==> config.mk <==
export PLATFORM = sky130hd
export DESIGN_NAME = fetch_unit
export DESIGN_NICKNAME = d
export VERILOG_FILES = /design/src/rtl/fetch_pkg.sv /design/src/rtl/fetch_ibuf.sv /design/src/rtl/fetch_unit.sv
export SDC_FILE = /design/constraint.sdc
export NUM_CORES = 1
export LEC_CHECK = 0
export ABC_AREA = 1
export BUFFER_PORTS_ARGS = -buffer_cell sky130_fd_sc_hd__buf_2
export CAP_MARGIN = 20
export CORE_ASPECT_RATIO = 1.75
export CORE_MARGIN = 1.5
export CORE_UTILIZATION = 46
export DETAILED_ROUTE_END_ITERATION = 8
export GPL_TIMING_DRIVEN = 0
export HOLD_SLACK_MARGIN = 0.06
export PLACE_DENSITY = 0.79
export SYNTH_ARGS = -nofsm -noshare
export SYNTH_HDL_FRONTEND = slang
export SYNTH_SLANG_ARGS = --single-unit
==> constraint.sdc <==
create_clock -name clk -period 2.15 [get_ports clk]
set_input_delay 0.1075 -clock clk [delete_from_list [all_inputs] [get_ports clk]]
set_output_delay 0.1075 -clock clk [all_outputs]
set_load 0.05 [all_outputs]
==> src/rtl/fetch_pkg.sv <==
// Shared types and constants for the WISC instruction fetch stage.
// Optional feature macro: FETCH_HALT_EN adds the HALT state.
package fetch_pkg;

    localparam int                 INSTR_W   = 16;
    localparam logic [4:0]         OPC_HALT  = 5'b00000;
    localparam logic [INSTR_W-1:0] NOP_INSTR = 16'h0800;

    typedef enum logic [2:0] {
        BOOT,
        REQ,
        DROP,
`ifdef FETCH_HALT_EN
        VALID,
        HALT
`else
        VALID
`endif
    } state_t;

    // Sequential PC step; wraps modulo 2^16.
    function automatic logic [INSTR_W-1:0] pc_step(input logic [INSTR_W-1:0] addr);
        return addr + INSTR_W'(2);
    endfunction

endpackage

==> src/rtl/fetch_ibuf.sv <==
// Single-entry buffer holding the fetched instruction and its incremented PC.
// load wins over flush; with neither asserted the entry holds.
module fetch_ibuf
    import fetch_pkg::*;
#(
    parameter logic [INSTR_W-1:0] RESET_PC_INC = 16'h0002
) (
    input  logic               clk,
    input  logic               rst_n,
    input  logic               load,
    input  logic               flush,
    input  logic [INSTR_W-1:0] load_instr,
    input  logic [INSTR_W-1:0] load_pc_inc,
    output logic               valid,
    output logic [INSTR_W-1:0] instr,
    output logic [INSTR_W-1:0] pc_inc
);

    // Capture on load, drop the valid flag on flush, otherwise hold.
    always_ff @(posedge clk or negedge rst_n) begin
        if (!rst_n) begin
            valid  <= 1'b0;
            instr  <= NOP_INSTR;
            pc_inc <= RESET_PC_INC;
        end else if (load) begin
            valid  <= 1'b1;
            instr  <= load_instr;
            pc_inc <= load_pc_inc;
        end else if (flush) begin
            valid  <= 1'b0;
        end
    end

endmodule

==> src/rtl/fetch_unit.sv <==
// WISC fetch stage: owns the PC, requests instruction memory over req/ack
// and presents one buffered instruction to decode under valid/ready.
// Optional feature macro: FETCH_HALT_EN (stop fetching after a consumed HALT).
// Handshakes: imem_req stays high with a stable imem_addr until imem_ack;
// if_valid holds if_instr/if_pc_inc stable until id_ready (or a redirect).
module fetch_unit
    import fetch_pkg::*;
#(
    parameter logic [INSTR_W-1:0] RESET_PC = 16'h0000
) (
    input  logic               clk,
    input  logic               rst_n,
    output logic               imem_req,
    output logic [INSTR_W-1:0] imem_addr,
    input  logic               imem_ack,
    input  logic [INSTR_W-1:0] imem_rdata,
    input  logic               redirect,
    input  logic [INSTR_W-1:0] redirect_pc,
    input  logic               id_ready,
    output logic               if_valid,
    output logic [INSTR_W-1:0] if_instr,
    output logic [INSTR_W-1:0] if_pc_inc,
    output logic               halted
);

    state_t             state, state_next;
    logic [INSTR_W-1:0] pc, pc_next;
    logic [INSTR_W-1:0] req_addr, req_addr_next;
    logic               buf_load, buf_flush;
    logic [INSTR_W-1:0] req_addr_inc;

    assign req_addr_inc = pc_step(req_addr);

    // State, PC and outstanding-request address registers.
    always_ff @(posedge clk or negedge rst_n) begin
        if (!rst_n) begin
            state    <= BOOT;
            pc       <= RESET_PC;
            req_addr <= RESET_PC;
        end else begin
            state    <= state_next;
            pc       <= pc_next;
            req_addr <= req_addr_next;
        end
    end

    // Next-state, PC update and buffer control.
    always_comb begin
        state_next    = state;
        pc_next       = pc;
        req_addr_next = req_addr;
        buf_load      = 1'b0;
        buf_flush     = 1'b0;
        case (state)
            BOOT: begin
                state_next    = REQ;
                req_addr_next = pc;
            end
            REQ: begin
                if (imem_ack && !redirect) begin
                    buf_load   = 1'b1;
                    pc_next    = req_addr_inc;
                    state_next = VALID;
                end else if (imem_ack) begin
                    // Data belongs to the wrong path; refetch at the target now.
                    pc_next       = redirect_pc;
                    req_addr_next = redirect_pc;
                end else if (redirect) begin
                    // Request must complete at the old address before retargeting.
                    pc_next    = redirect_pc;
                    state_next = DROP;
                end
            end
            DROP: begin
                if (imem_ack) begin
                    pc_next       = redirect ? redirect_pc : pc;
                    req_addr_next = redirect ? redirect_pc : pc;
                    state_next    = REQ;
                end else if (redirect) begin
                    pc_next = redirect_pc;
                end
            end
            VALID: begin
                if (redirect) begin
                    buf_flush     = 1'b1;
                    pc_next       = redirect_pc;
                    req_addr_next = redirect_pc;
                    state_next    = REQ;
                end else if (id_ready) begin
                    buf_flush     = 1'b1;
                    req_addr_next = pc;
`ifdef FETCH_HALT_EN
                    state_next    = (if_instr[15:11] == OPC_HALT) ? HALT : REQ;
`else
                    state_next    = REQ;
`endif
                end
            end
`ifdef FETCH_HALT_EN
            HALT: begin
                state_next = HALT;
            end
`endif
            default: begin
                state_next = BOOT;
            end
        endcase
    end

    assign imem_req  = (state == REQ) || (state == DROP);
    assign imem_addr = req_addr;
`ifdef FETCH_HALT_EN
    assign halted    = (state == HALT);
`else
    assign halted    = 1'b0;
`endif

    fetch_ibuf #(
        .RESET_PC_INC (pc_step(RESET_PC))
    ) u_ibuf (
        .clk         (clk),
        .rst_n       (rst_n),
        .load        (buf_load),
        .flush       (buf_flush),
        .load_instr  (imem_rdata),
        .load_pc_inc (req_addr_inc),
        .valid       (if_valid),
        .instr       (if_instr),
        .pc_inc      (if_pc_inc)
    );

endmodule
* Word-level counts from Yosys, hierarchy flattened
Index checks and enable logic that the tools add are counted. Widths: inputs -> output; s select.
Cells by class: add/subtract/negate cells 1, equality and inequality tests 9, mux-type cells 24, reduce and logical (&&, ||, !) cells 10
Operators by type and width (number):
- $mux 16 | 8
- $pmux 16 s4 | 1
- $pmux 16 s2 | 1
- $mux 3 | 6
- $add 16x2->16 const B | 1
- $pmux 3 s4 | 1
- $ne 3x3->1 const B | 3
- $mux 1 | 7
- $eq 3x2->1 const B | 2
- $ne 2x2->1 const B | 3
- $reduce_and 5->1 | 1
- $reduce_and 4->1 | 1
- $reduce_bool 2->1 | 2
- $reduce_bool 4->1 | 1
- $eq 3x1->1 const B | 1
- $logic_not 3->1 | 1
- $reduce_or 2->1 | 1
- $logic_and 1x1->1 | 1
- $logic_not 1->1 | 1
- $logic_or 1x1->1 | 1
Word-level totals: register bits 68, input port bits 37, output and inout port bits 51, logic and storage cells 50

* Longest topological paths before layout
depth after elaboration 5, mapped depth 13, gate-level depth less buffers 13

* Hierarchy
A second synthesis with hierarchy kept.
Unflattened totals: cell total of the unflattened synthesis 539, area total of the unflattened synthesis 3868.7 µm²
By module, submodules not included:
- fetch_unit | instances 1, cells an instance 399, area an instance 2539.9 µm², sequential area each 850.8 µm²
- fetch_ibuf | instances 1, cells an instance 140, area an instance 1328.8 µm², sequential area each 828.3 µm²

* Worst setup path before layout
OpenSTA, ideal clock, no wires.
path kind reg2reg, start register req_addr[1], in the netlist imem_addr[1], end register pc[15], library setup time 117 ps, arrival time 1711 ps, required time 2033 ps, slack 322 ps, cell stages (with the launch flop) 13, buffers on the path 0, period minus slack after synthesis 1828 ps, cells stage by stage dfrtp_1 -> ha_1 -> nand3_1 -> nor2_1 -> nand3_1 -> nand2_1 -> nand2_1 -> nand2_1 -> nand2_1 -> nand2_1 -> nand2_1 -> nand2_1 -> nand2_1
Between the ends: cells in the longest elaborated chain, start to end 3
Ends and longest elaborated chain:
- start, declared | RTL line fetch_unit.sv:28 | logic [INSTR_W-1:0] req_addr, req_addr_next;
- start signal, assigned | RTL line fetch_unit.sv:43 | req_addr <= req_addr_next;
- $add 16x2->16 | RTL line fetch_pkg.sv:23 | return addr + INSTR_W'(2);
- $mux 16 | RTL line fetch_unit.sv:60 | if (imem_ack && !redirect) begin
- $pmux 16 s2 | RTL line fetch_unit.sv:54 | case (state)
- end signal, assigned | RTL line fetch_unit.sv:42 | pc <= pc_next;
- end, declared | RTL line fetch_unit.sv:27 | logic [INSTR_W-1:0] pc, pc_next;
Every way passes these cells. A chain may end at the register's enable or synchronous reset.

* Worst setup path in the final report
start register state[0], end register pc[6]
Between the ends: cells in the longest elaborated chain, start to end 3, elaborated cells on any way between the ends 6, classes of those cells eq/ne: 3; mux: 1; reduce/logical: 2
Ends and longest elaborated chain:
- start, declared | RTL line fetch_unit.sv:26 | state_t state, state_next;
- start signal, assigned | RTL line fetch_unit.sv:41 | state <= state_next;
- $eq 3x2->1 | RTL line fetch_unit.sv:54
- $reduce_or 2->1 (no line)
- $pmux 16 s2 / $reduce_bool 2->1 (equally long branches)
Parallel ways exist; a longest one is shown, timed or not.

==> flow_summary.ini <==
[cts]
cts.sinks = 67
cts_inserted_buffers = 9
htreeDepth = 3
clkTransAtPathRegs_ns = 0.06
clk_path_buf_depth = 2
clock_latency_ns = 0.34
cts_tree = done
clock-root-buffer = clkbuf_16

[critical_path]
r2r_start = state[0]
path_cells = inv_1, ha_1, nor2_4, inv_1, buf_2, nor2_4, inv_1, nand3_1, o211ai_1, nand2_1, o21ai_0
critPathLaunchType = register
worstSetupStartpoint = state[0]
required_ns = 2.34
cp_top_family = buffers and inverters
critPathArrivalTime_ns = 2.21
critical_path_peak_fanout = 10
regToRegSetupSlack_ns = 0.14
rr_worst_depth = 11
endpoint_kind = register
cp_common_cell = inv_1
critPathKind = register to register
crit_buf_inv = 4
cpPeakStageDelay_ns = 0.40
reg2reg_to = pc[6]
slowest_stage = dfrtp_1
worst-path-stages = 11

[floorplan]
die_h_um = 122
coreArea_um2 = 7860
rows = 43
die_w_um = 70.9
initial_core_util_pct = 47.2
dieArea_um2 = 8630
pin_count = 88

[sta]
setup-tns-final_ns = 0
setup_ws_ns = 0.138
rsz0062_at_grt = no
setup_viol = 0
fin_crit_sh_pct = 93.6
skew_ns = 0.00741
hold_viol = 0
tightestPinTransition_ns = 0.860
max_freq_ghz = 0.497
relSlewSlack_pct = 42.7
fin_crit_ns = 2.01
finalMaxSlewViolations = 0

[drt]
routed.top_layer = met4
avgViaCountPerCell = 5.40
drt-met1-wl_um = 3990
ant_nets = 0
wirelength_um = 10900
wire_per_inst_um = 15.1
route.met2.wl_um = 5620
dr.pass1.iters = 6
drt_iter0_markers = 369
vias = 3887
wl_met3_um = 678
drc = 0

[logic_synthesis]
synth_top_area_share_pct = 43.8
synth_edf_count = 0
dominantRegCellSynth = dfrtp_1
avgSynthCellArea_um2 = 7.27
yosysTopAreaCell = dfrtp_1
synth_cell_types = 32
synth_seq_cells = 67
syn_inst = 510
yosys_warnings = 0
async_flop_share_pct = 100
muxShareOfSynthArea_pct = 0
synth_seq_area_share_pct = 45.3
synth_xor_area_share_pct = 1.65
synthTopCellsByCount = nand2_1, dfrtp_1, o21ai_0
syn_area_um2 = 3710
synth_fa_ha_area_share_pct = 2.36
synth_top_family_by_area = simple AND/OR/NAND/NOR gates
synth_area_leaders = dfrtp_1, nand2_1, o21ai_0, inv_1, a21oi_1
synth-compound-area-share_pct = 14.9
yosys.cell_count.top_type = nand2_1
syn-num-nets = 554
synthSimpleGateAreaFrac_pct = 28.2

[placement]
gp_congestion = 0.933
io_buffers = 85
place_ws_ns = 0.0240
place_hpwl_um = 7720

[run]
cap_viol_max_count = 0

[hold_path]
min_path_type = input port to register
min_to = u_ibuf.valid
worst_hold_startpoint = id_ready
hold_path_depth = 4

[pwr]
p_per_area_nw_per_um2 = 1800
leakage_nw = 2.58
ir_worst_vdd_mv = 1.12

[global_routing]
grt_max_degree = 68
grt.total_usage_pct = 25.8
grt_first_pass_wirelength_um = 17400
first_global_vias = 3762
antenna_found_initial = 0
grt-ovfl-total = 0

[cells_and_area]
num_antenna_cells = 0
utilization_pct = 60.6
synthToLayoutAreaGrowth_pct = 28.3
nNetsFinal = 669
layout-drive-gt1-share_pct = 21.4
fill_cells = 715

[run_status]
status = finished clean
==> registers in the layout, summed over array words and instances (netlist names) <==
register	count
u_ibuf.instr	16
u_ibuf.pc_inc	16
u_ibuf.valid	1
pc	16
state	2
imem_addr	16
==> worst reg2reg max path: cells and delay by family, from the launching register on <==
family	cells	cell delay [ns]
buf+inv	4	0.55
compound gates	2	0.18
flops	1	0.40
simple gates	4	0.49
fa+ha+maj	1	0.26
==> what timing repair did <==
item,4_1_cts,5_1_grt
hold buffers,17,0
setup endpoints to repair,0,21
buffers inserted,0,3
hold endpoints to repair,81,0
gates resized for setup,0,6
==> stage by stage <==
stage                     instance area (µm²)  hold WS, ns  std cells  power, mW
final                                    4760        0.128        720       8.57
after global routing                     4760        0.159        720       9.10
after CTS                                4730        0.133        718       8.46
after detailed placement                 4250        0.278        685       6.85
after global placement                   4250        0.307        685       6.72
after floorplan                          3710       -0.188        510       5.69
==> worst max path at each step <==
stage	slack, ns	endpoint
after global routing	0.01	pc[6]
after floorplan	0.32	pc[15]
after detailed placement	0.02	pc[6]
after CTS	0.03	pc[6]
after global placement	0.11	pc[6]
final	0.14	pc[6]
==> cell usage in the layout (no fill, tap or decap), types with 2 or more instances in the layout <==
master | netlist | layout
nand2_1 | 217 | 217
buf_2 | 14 | 98
dfrtp_1 | 65 | 65
o21ai_0 | 46 | 46
inv_1 | 39 | 39
a21oi_1 | 23 | 23
nor2_1 | 19 | 19
dlygate4sd3_1 | 0 | 17
nand3_1 | 16 | 16
o21ai_1 | 12 | 12
clkbuf_16 | 0 | 9
buf_4 | 3 | 7
ha_1 | 7 | 7
xor2_1 | 6 | 6
clkbuf_1 | 7 | 5
o221ai_1 | 4 | 4
inv_2 | 3 | 3
nor2_4 | 2 | 3
nor3_1 | 3 | 3
a21boi_0 | 3 | 3
o22ai_1 | 3 | 3
nor2_2 | 3 | 2
buf_1 | 1 | 2
nand4_1 | 2 | 2
clkbuf_2 | 0 | 2
a22oi_1 | 2 | 2
bufinv_16 | 0 | 2
clkinv_2 | 0 | 2
dfstp_2 | 2 | 2
==> area by class of cell <==
| class | count | area, µm² | area share (%) |
|---|---|---|---|
| tap | 90 | 113 | 2.37 |
| multi-input combinational | 376 | 1760 | 36.9 |
| timing repair buffer | 105 | 621 | 13.0 |
| clock buffer | 11 | 233 | 4.89 |
| sequential | 67 | 1680 | 35.3 |
| buffer | 24 | 121 | 2.55 |
| inverter | 42 | 158 | 3.31 |
| clock inverter | 5 | 78.8 | 1.66 |
==> report_power, final <==
| group | switching [mW] | leakage, nW | internal (mW) | total [mW] |
|---|---|---|---|---|
| clock network | 0.554 | 0.153 | 1.01 | 1.57 |
| registers | 0.417 | 0.838 | 1.87 | 2.28 |
| logic | 3.49 | 1.59 | 1.23 | 4.72 |
| total | 4.46 | 2.58 | 4.11 | 8.57 |
==> cells by family after synthesis <==
logic type,count (synthesis)
buffers and inverters,67
AO/OA/AOI/OAI,98
adder cells (fa/ha/maj),7
XOR/XNOR,7
AND/OR/NAND/NOR,263
other,1
flip-flops,67
==> layer usage <==
metal	vias to the layer above	GRT usage [%]
li1	1862	-
met1	1772	28.0
met2	199	43.9
met3	54	4.96
met4	0	18.9
met5	-	0
(Power assumes the default switching activity.)
